===== config.mk =====
export PLATFORM = sky130hd
export DESIGN_NAME = axi_dma_burst_sched_flat
export DESIGN_NICKNAME = d
export VERILOG_FILES = /design/src/rtl/axi_dma_burst_sched_if.sv /design/src/rtl/axi_dma_burst_sched.sv /design/src/flat_wrapper.sv
export SDC_FILE = /design/constraint.sdc
export NUM_CORES = 1
export LEC_CHECK = 0
export BUFFER_PORTS_ARGS = -buffer_cell sky130_fd_sc_hd__buf_2
export CAP_MARGIN = 20
export CORE_MARGIN = 4
export CORE_UTILIZATION = 55
export CTS_CLUSTER_DIAMETER = 120
export DETAILED_ROUTE_END_ITERATION = 6
export PLACE_DENSITY = 0.84
export SETUP_SLACK_MARGIN = 0.3
export SLEW_MARGIN = 15
export SYNTH_ARGS = -nofsm -noshare
export SYNTH_HDL_FRONTEND = slang
export SYNTH_SLANG_ARGS = --single-unit

===== constraint.sdc =====
create_clock -name ACLK -period 11.05 [get_ports ACLK]
set_clock_uncertainty 0.15 [all_clocks]
set_input_delay 2.21 -clock ACLK [delete_from_list [all_inputs] [get_ports ACLK]]
set_output_delay 2.21 -clock ACLK [all_outputs]
set_load 0.02 [all_outputs]

===== src/rtl/axi_dma_burst_sched_if.sv =====
// Command channel between the burst scheduler and the DMA read/write datapath.
interface axi_dma_burst_sched_if #(
  parameter int unsigned WIDTH_AD = 32
);
  logic                cmd_valid;
  logic                cmd_ready;
  logic [WIDTH_AD-1:0] cmd_src;
  logic [WIDTH_AD-1:0] cmd_dst;
  logic [15:0]         cmd_bytes;
  logic [3:0]          cmd_rlen;
  logic [3:0]          cmd_wlen;
  logic                cmd_cmpl;
  logic                cmd_cerr;

  modport master (
    output cmd_valid, cmd_src, cmd_dst, cmd_bytes, cmd_rlen, cmd_wlen,
    input  cmd_ready, cmd_cmpl, cmd_cerr
  );

  modport slave (
    input  cmd_valid, cmd_src, cmd_dst, cmd_bytes, cmd_rlen, cmd_wlen,
    output cmd_ready, cmd_cmpl, cmd_cerr
  );
endinterface


===== src/rtl/axi_dma_burst_sched.sv =====
// Burst scheduler: splits one DMA job into burst commands bounded by chunk
// length, src/dst misalignment and 4KB pages; tracks outstanding commands.
module axi_dma_burst_sched #(
  parameter int unsigned WIDTH_AD  = 32,
  parameter int unsigned WIDTH_DA  = 32,
  parameter int unsigned WIDTH_DS  = WIDTH_DA / 8,
  parameter int unsigned WIDTH_DSB = $clog2(WIDTH_DS),
  parameter int unsigned MAX_OUT   = 4
) (
  input  logic                  ARESETn,
  input  logic                  ACLK,
  input  logic                  job_start,
  input  logic [WIDTH_AD-1:0]   job_src,
  input  logic [WIDTH_AD-1:0]   job_dst,
  input  logic [15:0]           job_bnum,
  input  logic [7:0]            job_chunk,
  output logic                  job_busy,
  output logic                  job_done,
  output logic                  job_err,
  axi_dma_burst_sched_if.master cmd
);

  typedef enum logic [1:0] {S_IDLE, S_CALC, S_ISSUE, S_DRAIN} state_t;

  state_t              state;
  logic [WIDTH_AD-1:0] src_q;
  logic [WIDTH_AD-1:0] dst_q;
  logic [15:0]         rem_q;
  logic [4:0]          chunk_q;
  logic                err_q;
  logic [3:0]          out_q;

  logic [4:0]  chunk_eff;
  logic [16:0] soff, doff, chunk_bytes, lim_s, lim_d, page_s, page_d, bytes_c;
  logic [3:0]  rlen_c, wlen_c, out_nx;
  logic        hs, cmpl_ok, can_issue;

  function automatic logic [16:0] min17(input logic [16:0] a, input logic [16:0] b);
    return (a < b) ? a : b;
  endfunction

  always_comb begin
    chunk_eff   = (job_chunk == 8'd0 || job_chunk > 8'd16) ? 5'd16 : job_chunk[4:0];
    soff        = 17'(src_q[11:0]) & 17'(WIDTH_DS - 1);
    doff        = 17'(dst_q[11:0]) & 17'(WIDTH_DS - 1);
    chunk_bytes = 17'(chunk_q) << WIDTH_DSB;
    lim_s       = chunk_bytes - soff;
    lim_d       = chunk_bytes - doff;
    page_s      = 17'd4096 - 17'(src_q[11:0]);
    page_d      = 17'd4096 - 17'(dst_q[11:0]);
    bytes_c     = min17(min17(17'(rem_q), min17(lim_s, lim_d)), min17(page_s, page_d));
    // beats-1 = ceil((off+bytes)/DS)-1 = (off+bytes-1)/DS, bytes >= 1
    rlen_c      = 4'((soff + bytes_c - 17'd1) >> WIDTH_DSB);
    wlen_c      = 4'((doff + bytes_c - 17'd1) >> WIDTH_DSB);
    hs          = cmd.cmd_valid & cmd.cmd_ready;
    cmpl_ok     = cmd.cmd_cmpl & (out_q != 4'd0);
    out_nx      = out_q + 4'(hs) - 4'(cmpl_ok);
    can_issue   = out_nx < 4'(MAX_OUT);
  end

  always_ff @(posedge ACLK or negedge ARESETn) begin
    if (!ARESETn) begin
      state         <= S_IDLE;
      src_q         <= '0;
      dst_q         <= '0;
      rem_q         <= '0;
      chunk_q       <= '0;
      err_q         <= 1'b0;
      out_q         <= '0;
      job_busy      <= 1'b0;
      job_done      <= 1'b0;
      job_err       <= 1'b0;
      cmd.cmd_valid <= 1'b0;
      cmd.cmd_src   <= '0;
      cmd.cmd_dst   <= '0;
      cmd.cmd_bytes <= '0;
      cmd.cmd_rlen  <= '0;
      cmd.cmd_wlen  <= '0;
    end else begin
      job_done <= 1'b0;
      job_err  <= 1'b0;
      out_q    <= out_nx;
      if (cmpl_ok && cmd.cmd_cerr) err_q <= 1'b1;

      unique case (state)
        S_IDLE: begin
          if (job_start) begin
            src_q    <= job_src;
            dst_q    <= job_dst;
            rem_q    <= job_bnum;
            chunk_q  <= chunk_eff;
            err_q    <= 1'b0;
            job_busy <= 1'b1;
            state    <= (job_bnum == 16'd0) ? S_DRAIN : S_CALC;
          end
        end
        S_CALC: begin
          cmd.cmd_src   <= src_q;
          cmd.cmd_dst   <= dst_q;
          cmd.cmd_bytes <= 16'(bytes_c);
          cmd.cmd_rlen  <= rlen_c;
          cmd.cmd_wlen  <= wlen_c;
          cmd.cmd_valid <= can_issue;
          state         <= S_ISSUE;
        end
        S_ISSUE: begin
          if (hs) begin
            src_q         <= src_q + WIDTH_AD'(cmd.cmd_bytes);
            dst_q         <= dst_q + WIDTH_AD'(cmd.cmd_bytes);
            rem_q         <= rem_q - cmd.cmd_bytes;
            cmd.cmd_valid <= 1'b0;
            state         <= (rem_q == cmd.cmd_bytes) ? S_DRAIN : S_CALC;
          end else begin
            // outstanding cannot grow without a handshake, so valid never drops here
            cmd.cmd_valid <= cmd.cmd_valid | can_issue;
          end
        end
        S_DRAIN: begin
          if (out_q == 4'd0) begin
            job_done <= 1'b1;
            job_err  <= err_q;
            job_busy <= 1'b0;
            state    <= S_IDLE;
          end
        end
        default: state <= S_IDLE;
      endcase
    end
  end

endmodule

===== src/flat_wrapper.sv =====
// flat-port wrapper written by rule: the top's interface ports become plain ports
module axi_dma_burst_sched_flat 
#(
  parameter int unsigned WIDTH_AD  = 32,
  parameter int unsigned WIDTH_DA  = 32,
  parameter int unsigned WIDTH_DS  = WIDTH_DA / 8,
  parameter int unsigned WIDTH_DSB = $clog2(WIDTH_DS),
  parameter int unsigned MAX_OUT   = 4
)
  (ARESETn, ACLK, job_start, job_src, job_dst, job_bnum, job_chunk, job_busy, job_done, job_err, cmd_cmd_valid, cmd_cmd_src, cmd_cmd_dst, cmd_cmd_bytes, cmd_cmd_rlen, cmd_cmd_wlen, cmd_cmd_ready, cmd_cmd_cmpl, cmd_cmd_cerr);
  axi_dma_burst_sched_if #(.WIDTH_AD(WIDTH_AD)) cmd_i ();
  input  logic ARESETn;
  input  logic ACLK;
  input  logic job_start;
  input  logic [WIDTH_AD-1:0] job_src;
  input  logic [WIDTH_AD-1:0] job_dst;
  input  logic [15:0] job_bnum;
  input  logic [7:0] job_chunk;
  output logic job_busy;
  output logic job_done;
  output logic job_err;
  output wire logic [$bits(cmd_i.cmd_valid)-1:0] cmd_cmd_valid;
  output wire logic [$bits(cmd_i.cmd_src)-1:0] cmd_cmd_src;
  output wire logic [$bits(cmd_i.cmd_dst)-1:0] cmd_cmd_dst;
  output wire logic [$bits(cmd_i.cmd_bytes)-1:0] cmd_cmd_bytes;
  output wire logic [$bits(cmd_i.cmd_rlen)-1:0] cmd_cmd_rlen;
  output wire logic [$bits(cmd_i.cmd_wlen)-1:0] cmd_cmd_wlen;
  input wire logic [$bits(cmd_i.cmd_ready)-1:0] cmd_cmd_ready;
  input wire logic [$bits(cmd_i.cmd_cmpl)-1:0] cmd_cmd_cmpl;
  input wire logic [$bits(cmd_i.cmd_cerr)-1:0] cmd_cmd_cerr;
  assign cmd_cmd_valid = cmd_i.cmd_valid;
  assign cmd_cmd_src = cmd_i.cmd_src;
  assign cmd_cmd_dst = cmd_i.cmd_dst;
  assign cmd_cmd_bytes = cmd_i.cmd_bytes;
  assign cmd_cmd_rlen = cmd_i.cmd_rlen;
  assign cmd_cmd_wlen = cmd_i.cmd_wlen;
  assign cmd_i.cmd_ready = cmd_cmd_ready;
  assign cmd_i.cmd_cmpl = cmd_cmd_cmpl;
  assign cmd_i.cmd_cerr = cmd_cmd_cerr;
  axi_dma_burst_sched #(.WIDTH_AD(WIDTH_AD), .WIDTH_DA(WIDTH_DA), .WIDTH_DS(WIDTH_DS), .WIDTH_DSB(WIDTH_DSB), .MAX_OUT(MAX_OUT)) u_core (.ARESETn(ARESETn), .ACLK(ACLK), .job_start(job_start), .job_src(job_src), .job_dst(job_dst), .job_bnum(job_bnum), .job_chunk(job_chunk), .job_busy(job_busy), .job_done(job_done), .job_err(job_err), .cmd(cmd_i));
endmodule

# After elaboration in Yosys (flattened, before gate mapping)

Cells that the tools add are included.

Flip-flop bits (word level): 184
Bits of input ports: 94
Output and inout bits: 92
Word-level logic and storage cells: 91

$add $sub $neg: 13
Order comparisons: 6
Equality and inequality tests: 7
Multiplexer cells: 32
Bitwise logic cells: 3
Reduce and logical (&&, ||, !) cells: 14

Operators by type and width:

| kind                                                                            | number |
|---|---|
| 32-bit two-way mux                                                              | 4 |
| 32-bit case mux with 2 select lines                                             | 2 |
| 32-bit by 16-bit adder with 32-bit output                                       | 2 |
| 17-bit less-than comparator                                                     | 3 |
| 17-bit two-way mux                                                              | 3 |
| 16-bit two-way mux                                                              | 3 |
| 16-bit case mux with 2 select lines                                             | 1 |
| 13-bit by 12-bit subtractor with 14-bit output, first input constant            | 2 |
| 16-bit by 17-bit less-than comparator with 1-bit output                         | 1 |
| 16-bit == test                                                                  | 1 |
| 16-bit logical NOT                                                              | 1 |
| 16-bit subtractor                                                               | 1 |
| 7-bit by 2-bit subtractor with 8-bit output                                     | 2 |
| 2-bit by 6-bit adder with 6-bit output                                          | 2 |
| 6-bit by 1-bit subtractor with 6-bit output, second input constant              | 2 |
| 1-bit two-way mux                                                               | 10 |
| 2-bit two-way mux                                                               | 5 |
| 3-bit AND reduction                                                             | 3 |
| 8-bit by 5-bit greater-than comparator with 1-bit output, second input constant | 1 |
| 8-bit logical NOT                                                               | 1 |
| 2-bit case mux with 4 select lines                                              | 1 |
| 2-bit nonzero test                                                              | 3 |
| 5-bit two-way mux                                                               | 1 |
| 4-bit by 1-bit adder with 4-bit output                                          | 1 |
| other kinds (15)                                                                | 19 |

# Depth between registers and ports, before layout

Word-level depth: 9
Mapped depth: 42
Mapped depth without buffers: 37

# Worst setup path after synthesis

No wires, ideal clock.

Kind: reg2reg
Start: register u_core.chunk_q[0]
End: register u_core.cmd.cmd_rlen[3]
Library setup time: 137 ps
Data arrival time: 7,421 ps
Slack: 3,343 ps
Stages on the path, launching flop included: 33
Path through: dfrtp_1 clkbuf_1 or4_1 or3_1 ha_1 inv_1 o311ai_4 mux2i_1 inv_1 ha_1 nand4_1 nor4_4 nand3_2 o211ai_2 a31o_2 buf_2 mux2_2 ha_1 a211oi_1 o21ai_0 a31o_2 a21oi_1 nor2_1 or3b_1 buf_6 o21ai_0 inv_1 ha_1 clkbuf_1 a21o_1 a21oi_1 xnor2_1 a21oi_1

Cells in the longest elaborated chain, start to end: 9
Elaborated cells on any way between the ends: 10

Ends and longest elaborated chain:

| what                                                                  | line                                                 | text |
|---|---|---|
| start, declared                                                       | axi_dma_burst_sched.sv:29                            | `logic [4:0] chunk_q;` |
| start signal, assigned                                                | axi_dma_burst_sched.sv:91                            | `chunk_q <= chunk_eff;` |
| 7-bit by 2-bit subtractor with 8-bit output, on equally long branches | axi_dma_burst_sched.sv:47, axi_dma_burst_sched.sv:48 |  |
| 17-bit less-than comparator                                           | axi_dma_burst_sched.sv:39                            | `return (a < b) ? a : b;` |
| 17-bit two-way mux (*)                                                | axi_dma_burst_sched.sv:39                            |  |
| 16-bit by 17-bit less-than comparator with 1-bit output               | axi_dma_burst_sched.sv:39                            |  |
| 17-bit two-way mux (*)                                                | axi_dma_burst_sched.sv:39                            |  |
| 17-bit less-than comparator                                           | axi_dma_burst_sched.sv:39                            |  |
| 16-bit two-way mux (*)                                                | axi_dma_burst_sched.sv:39                            |  |
| named net u_core.bytes_c[2]                                           | axi_dma_burst_sched.sv:34                            | `logic [16:0] soff, doff, chunk_bytes, lim_s, lim_d, page_s, page_d, bytes_c;` |
| 2-bit by 6-bit adder with 6-bit output (*)                            | axi_dma_burst_sched.sv:53                            | `rlen_c = 4'((soff + bytes_c - 17'd1) >> WIDTH_DSB);` |
| 6-bit by 1-bit subtractor with 6-bit output (*)                       | axi_dma_burst_sched.sv:53                            |  |
| end signal, assigned                                                  | axi_dma_burst_sched.sv:101                           | `cmd.cmd_rlen <= rlen_c;` |
| end, declared                                                         | axi_dma_burst_sched_if.sv:16                         | `output cmd_valid, cmd_src, cmd_dst, cmd_bytes, cmd_rlen, cmd_wlen,` |

Mark *: on every way through the listed nets, which the timed path passes. The rest lies on a longest branch.
A chain may end at the register's enable or synchronous reset.

# Worst setup path after layout

Start: register u_core.src_q[0]
End: register u_core.cmd.cmd_wlen[3]

Cells in the longest elaborated chain, start to end: 9
Elaborated cells on any way between the ends: 12

Ends and longest elaborated chain:

| what                                                    | line                         | text |
|---|---|---|
| start, declared                                         | axi_dma_burst_sched.sv:26    | `logic [WIDTH_AD-1:0] src_q;` |
| start signal, assigned                                  | axi_dma_burst_sched.sv:88    | `src_q <= job_src;` |
| start signal, assigned                                  | axi_dma_burst_sched.sv:108   | `src_q <= src_q + WIDTH_AD'(cmd.cmd_bytes);` |
| 7-bit by 2-bit subtractor with 8-bit output             | axi_dma_burst_sched.sv:47    | `lim_s = chunk_bytes - soff;` |
| 17-bit less-than comparator                             | axi_dma_burst_sched.sv:39    |  |
| 17-bit two-way mux                                      | axi_dma_burst_sched.sv:39    |  |
| 16-bit by 17-bit less-than comparator with 1-bit output | axi_dma_burst_sched.sv:39    |  |
| 17-bit two-way mux                                      | axi_dma_burst_sched.sv:39    |  |
| 17-bit less-than comparator                             | axi_dma_burst_sched.sv:39    |  |
| 16-bit two-way mux (*)                                  | axi_dma_burst_sched.sv:39    |  |
| named net u_core.bytes_c[2]                             | axi_dma_burst_sched.sv:34    |  |
| 2-bit by 6-bit adder with 6-bit output (*)              | axi_dma_burst_sched.sv:54    | `wlen_c = 4'((doff + bytes_c - 17'd1) >> WIDTH_DSB);` |
| 6-bit by 1-bit subtractor with 6-bit output (*)         | axi_dma_burst_sched.sv:54    |  |
| end signal, assigned                                    | axi_dma_burst_sched.sv:102   | `cmd.cmd_wlen <= wlen_c;` |
| end, declared                                           | axi_dma_burst_sched_if.sv:16 |  |

Marked as above.

==> summary.txt <==
Post-synthesis adder-cell area fraction = 11.6%
Register area share after synthesis = 35.6%
Main synth FF type = dfrtp_1
Post-synth net total = 1,597
Wire per inst = 18.8 um
Clock tree sinks = 184
Num rows = 55
HPWL after detailed placement = 25,500 um
Post-synthesis mux area share = 10.3%
Total routed wirelength = 35,000 um
Fillers = 1,871
Post-synthesis async set-or-reset flop share = 100%
Final core occ = 64.3%
Mapped Cells = 1,387
Area taken by flip-flops and latches = 4600 sq um
Total grt overflow = 0
Number of global-route vias before repair = 11.5k
Layout Nets = 1,746
Worst-case clock buffer depth = 2
Multi-input logic area = 7840 sq um
CP endpoint kind = register
Synth Cell Area = 12,900 sq um
Main combinational cell family by area after synthesis = compound AO/OA/AOI/OAI gates
# H-tree levels = 4
WP buf/inv = 4
Die area = 26,000 sq um
Register bit total from synthesis = 184
Die X = 161 um
Worst Setup Start Kind = register
Num CTS Buffers = 17
GRT Resource Usage Total = 26.9%
MaxCap Viol Count = 0
Cell chosen for the clock root = clkbuf_16
Synthesis-to-finish area growth = 13.8%
1st-iter DRT viols = 756
Relative slew slack = 28.9%
TritonCTS clock tree = yes
CP most frequent cell = ha_1
Outcome = finished clean
Worst skew pair latency = 440 ps
Fmax = 0.111 GHz
Crit path DAT = 9130 ps
EDFF count, synth = 0
Ports = 186
Hold Vio Cnt, Final = 0
Synth top area cells = dfrtp_1, ha_1, mux2_2, a21oi_1, o21ai_0
Max-slew violation count = 0
Area fraction in compound gates after synthesis = 18.6%
Critical path class = register to register
Yosys warnings = 0
CP delay by family, top = compound AO/OA/AOI/OAI gates
Share of the synthesized area in the top cell type = 35.6%
Router iterations before antenna repair = 5
Setup TNS = 0 ps
Simple-gate share of the synthesized area = 14.9%
PortBufs = 185
Chip height = 161 um
Hold crit path type = register to register
Fin crit period = 9000 ps
Worst Path Max Fanout = 24
Reg clk slew, reported paths = 80 ps
Initial antenna violation count = 2
RSZ-0062 raised after global routing = no
Via count = 11.2k
Syn Area/Cell = 9.31 sq um
Area post-placement = 14,100 sq um
Tcrit/Tclk final = 81.4%
Worst-Margin Slew = 1050 ps
Share of cells above drive strength 1 = 21.0%
Critical Path Max Stage Delay = 970 ps
DRC viols = 0
CP required = 11,190 ps
Vias/cell = 6.03
Largest net degree at the start of global routing = 105
Routed Antenna Nets = 0
Routability cong. = 0.947
Post-Synth XOR/XNOR Area = 4.95%
First-pass GRT wire length = 57,400 um
Design Area, Final = 14,700 sq um
Setup repair bufs after CTS = 0
Core Box Area = 22,800 sq um
# setup viols final = 0
Hold buffers post-CTS = 0
Cell with the biggest individual delay on the critical path = o21ai_0
Area leader, netlist = dfrtp_1
Starting density of the core = 56.5%
Post-synth cell types = 77
Number of gates resized after CTS = 0
## stage by stage
| stage | hold slack (ps) | instances | setup slack (ps) |
|---|---|---|---|
| global placement | 315 | 1830 | 2560 |
| CTS | 339 | 1862 | 2180 |
| global route | 377 | 1862 | 1490 |
| floorplan | 300 | 1387 | 3340 |
| detailed placement | 322 | 1830 | 2250 |
| finish | 340 | 1864 | 2050 |
## cell type report
class | count | share of cell area (%)
sequential | 184 | 31.3
inverter | 69 | 1.76
antenna | 2 | 0.0340
timing repair buffer | 191 | 6.66
clock inverter | 15 | 1.31
tap | 313 | 2.66
multi-input combinational | 1073 | 53.3
clock buffer | 17 | 2.89
## cells in the final DEF (no fill, tap or decap), types with 6 or more instances in the layout
cell type	synthesis	layout
nand2b_1	14	14
a22o_1	6	6
or2_2	6	6
buf_4	0	6
ha_1	110	108
nor2b_1	16	16
inv_1	68	68
mux2i_1	53	53
nor2_1	70	70
a211o_1	8	8
o21ai_0	108	107
a31oi_1	9	9
and3_1	19	19
o211ai_1	11	11
xor2_1	28	28
or3_1	9	9
nand3_1	25	25
o31a_1	11	11
nand4b_1	6	6
nor3b_1	8	8
nand2_1	123	123
a21o_1	27	27
clkbuf_16	0	17
nor4_1	17	17
buf_2	4	184
nor3_1	29	29
xnor2_1	45	45
nand4_1	11	11
o22ai_1	24	24
fa_1	6	6
o21a_1	8	7
mux2_2	69	69
clkinv_8	0	6
and2_1	10	10
a21oi_1	108	108
dfrtp_1	184	184
## state kept, by name, summed over array words and instances (netlist names), 5 cells and up
| signal | cells |
|---|---|
| u_core.cmd.cmd_src | 32 |
| u_core.cmd.cmd_bytes | 16 |
| u_core.chunk_q | 5 |
| u_core.dst_q | 32 |
| u_core.cmd.cmd_dst | 32 |
| u_core.rem_q | 16 |
| u_core.src_q | 32 |
## synthesized netlist by cell type, drive strengths merged (24+ instances only)
cell type / n
o21ai: 113
ha: 110
nor3: 29
nand3: 26
clkbuf: 44
xor2: 28
dfrtp: 184
mux2i: 54
inv: 69
mux2: 69
xnor2: 45
nor2: 71
a21o: 27
o22ai: 24
a21oi: 109
nand2: 123
## layer usage
layer  wire length, um  global-route usage, %  vias to the layer above
met5                26                      0                        -
met2             16800                   46.0                      393
li1                  -                      -                     5341
met4              1040                   9.50                        4
met3              2490                   6.84                       86
met1             14600                   33.1                     5413
## path summary, 6_finish.rpt
kind	from	end	slack, ps	depth (start not counted)
max in group asynchronous	ARESETn	u_core.dst_q[14]	7480	2
max reg2reg	u_core.src_q[0]	u_core.cmd.cmd_wlen[3]	2050	32
min in group asynchronous	ARESETn	u_core.chunk_q[4]	1730	1
max	u_core.src_q[0]	u_core.cmd.cmd_wlen[3]	2050	32
min reg2reg	u_core.rem_q[0]	u_core.rem_q[0]	340	2
min	u_core.rem_q[0]	u_core.rem_q[0]	340	2
## worst min-delay path: cells and delay by family, from the launching register on
kind / cells / cell delay (ps)
flops: 1 / 350
compound gates: 1 / 60
simple gates: 1 / 50
## logic make-up after synthesis
group,after synthesis
muxes,123
DFF,184
xor gates and xnor gates,73
adders and majority gates,116
buffers and inverters,130
and+or+nand+nor,381
AOI/OAI and AO/OA,380
Power is not shown: default switching activity piles up to over one toggle a cycle in this logic, so the estimate is an artifact.
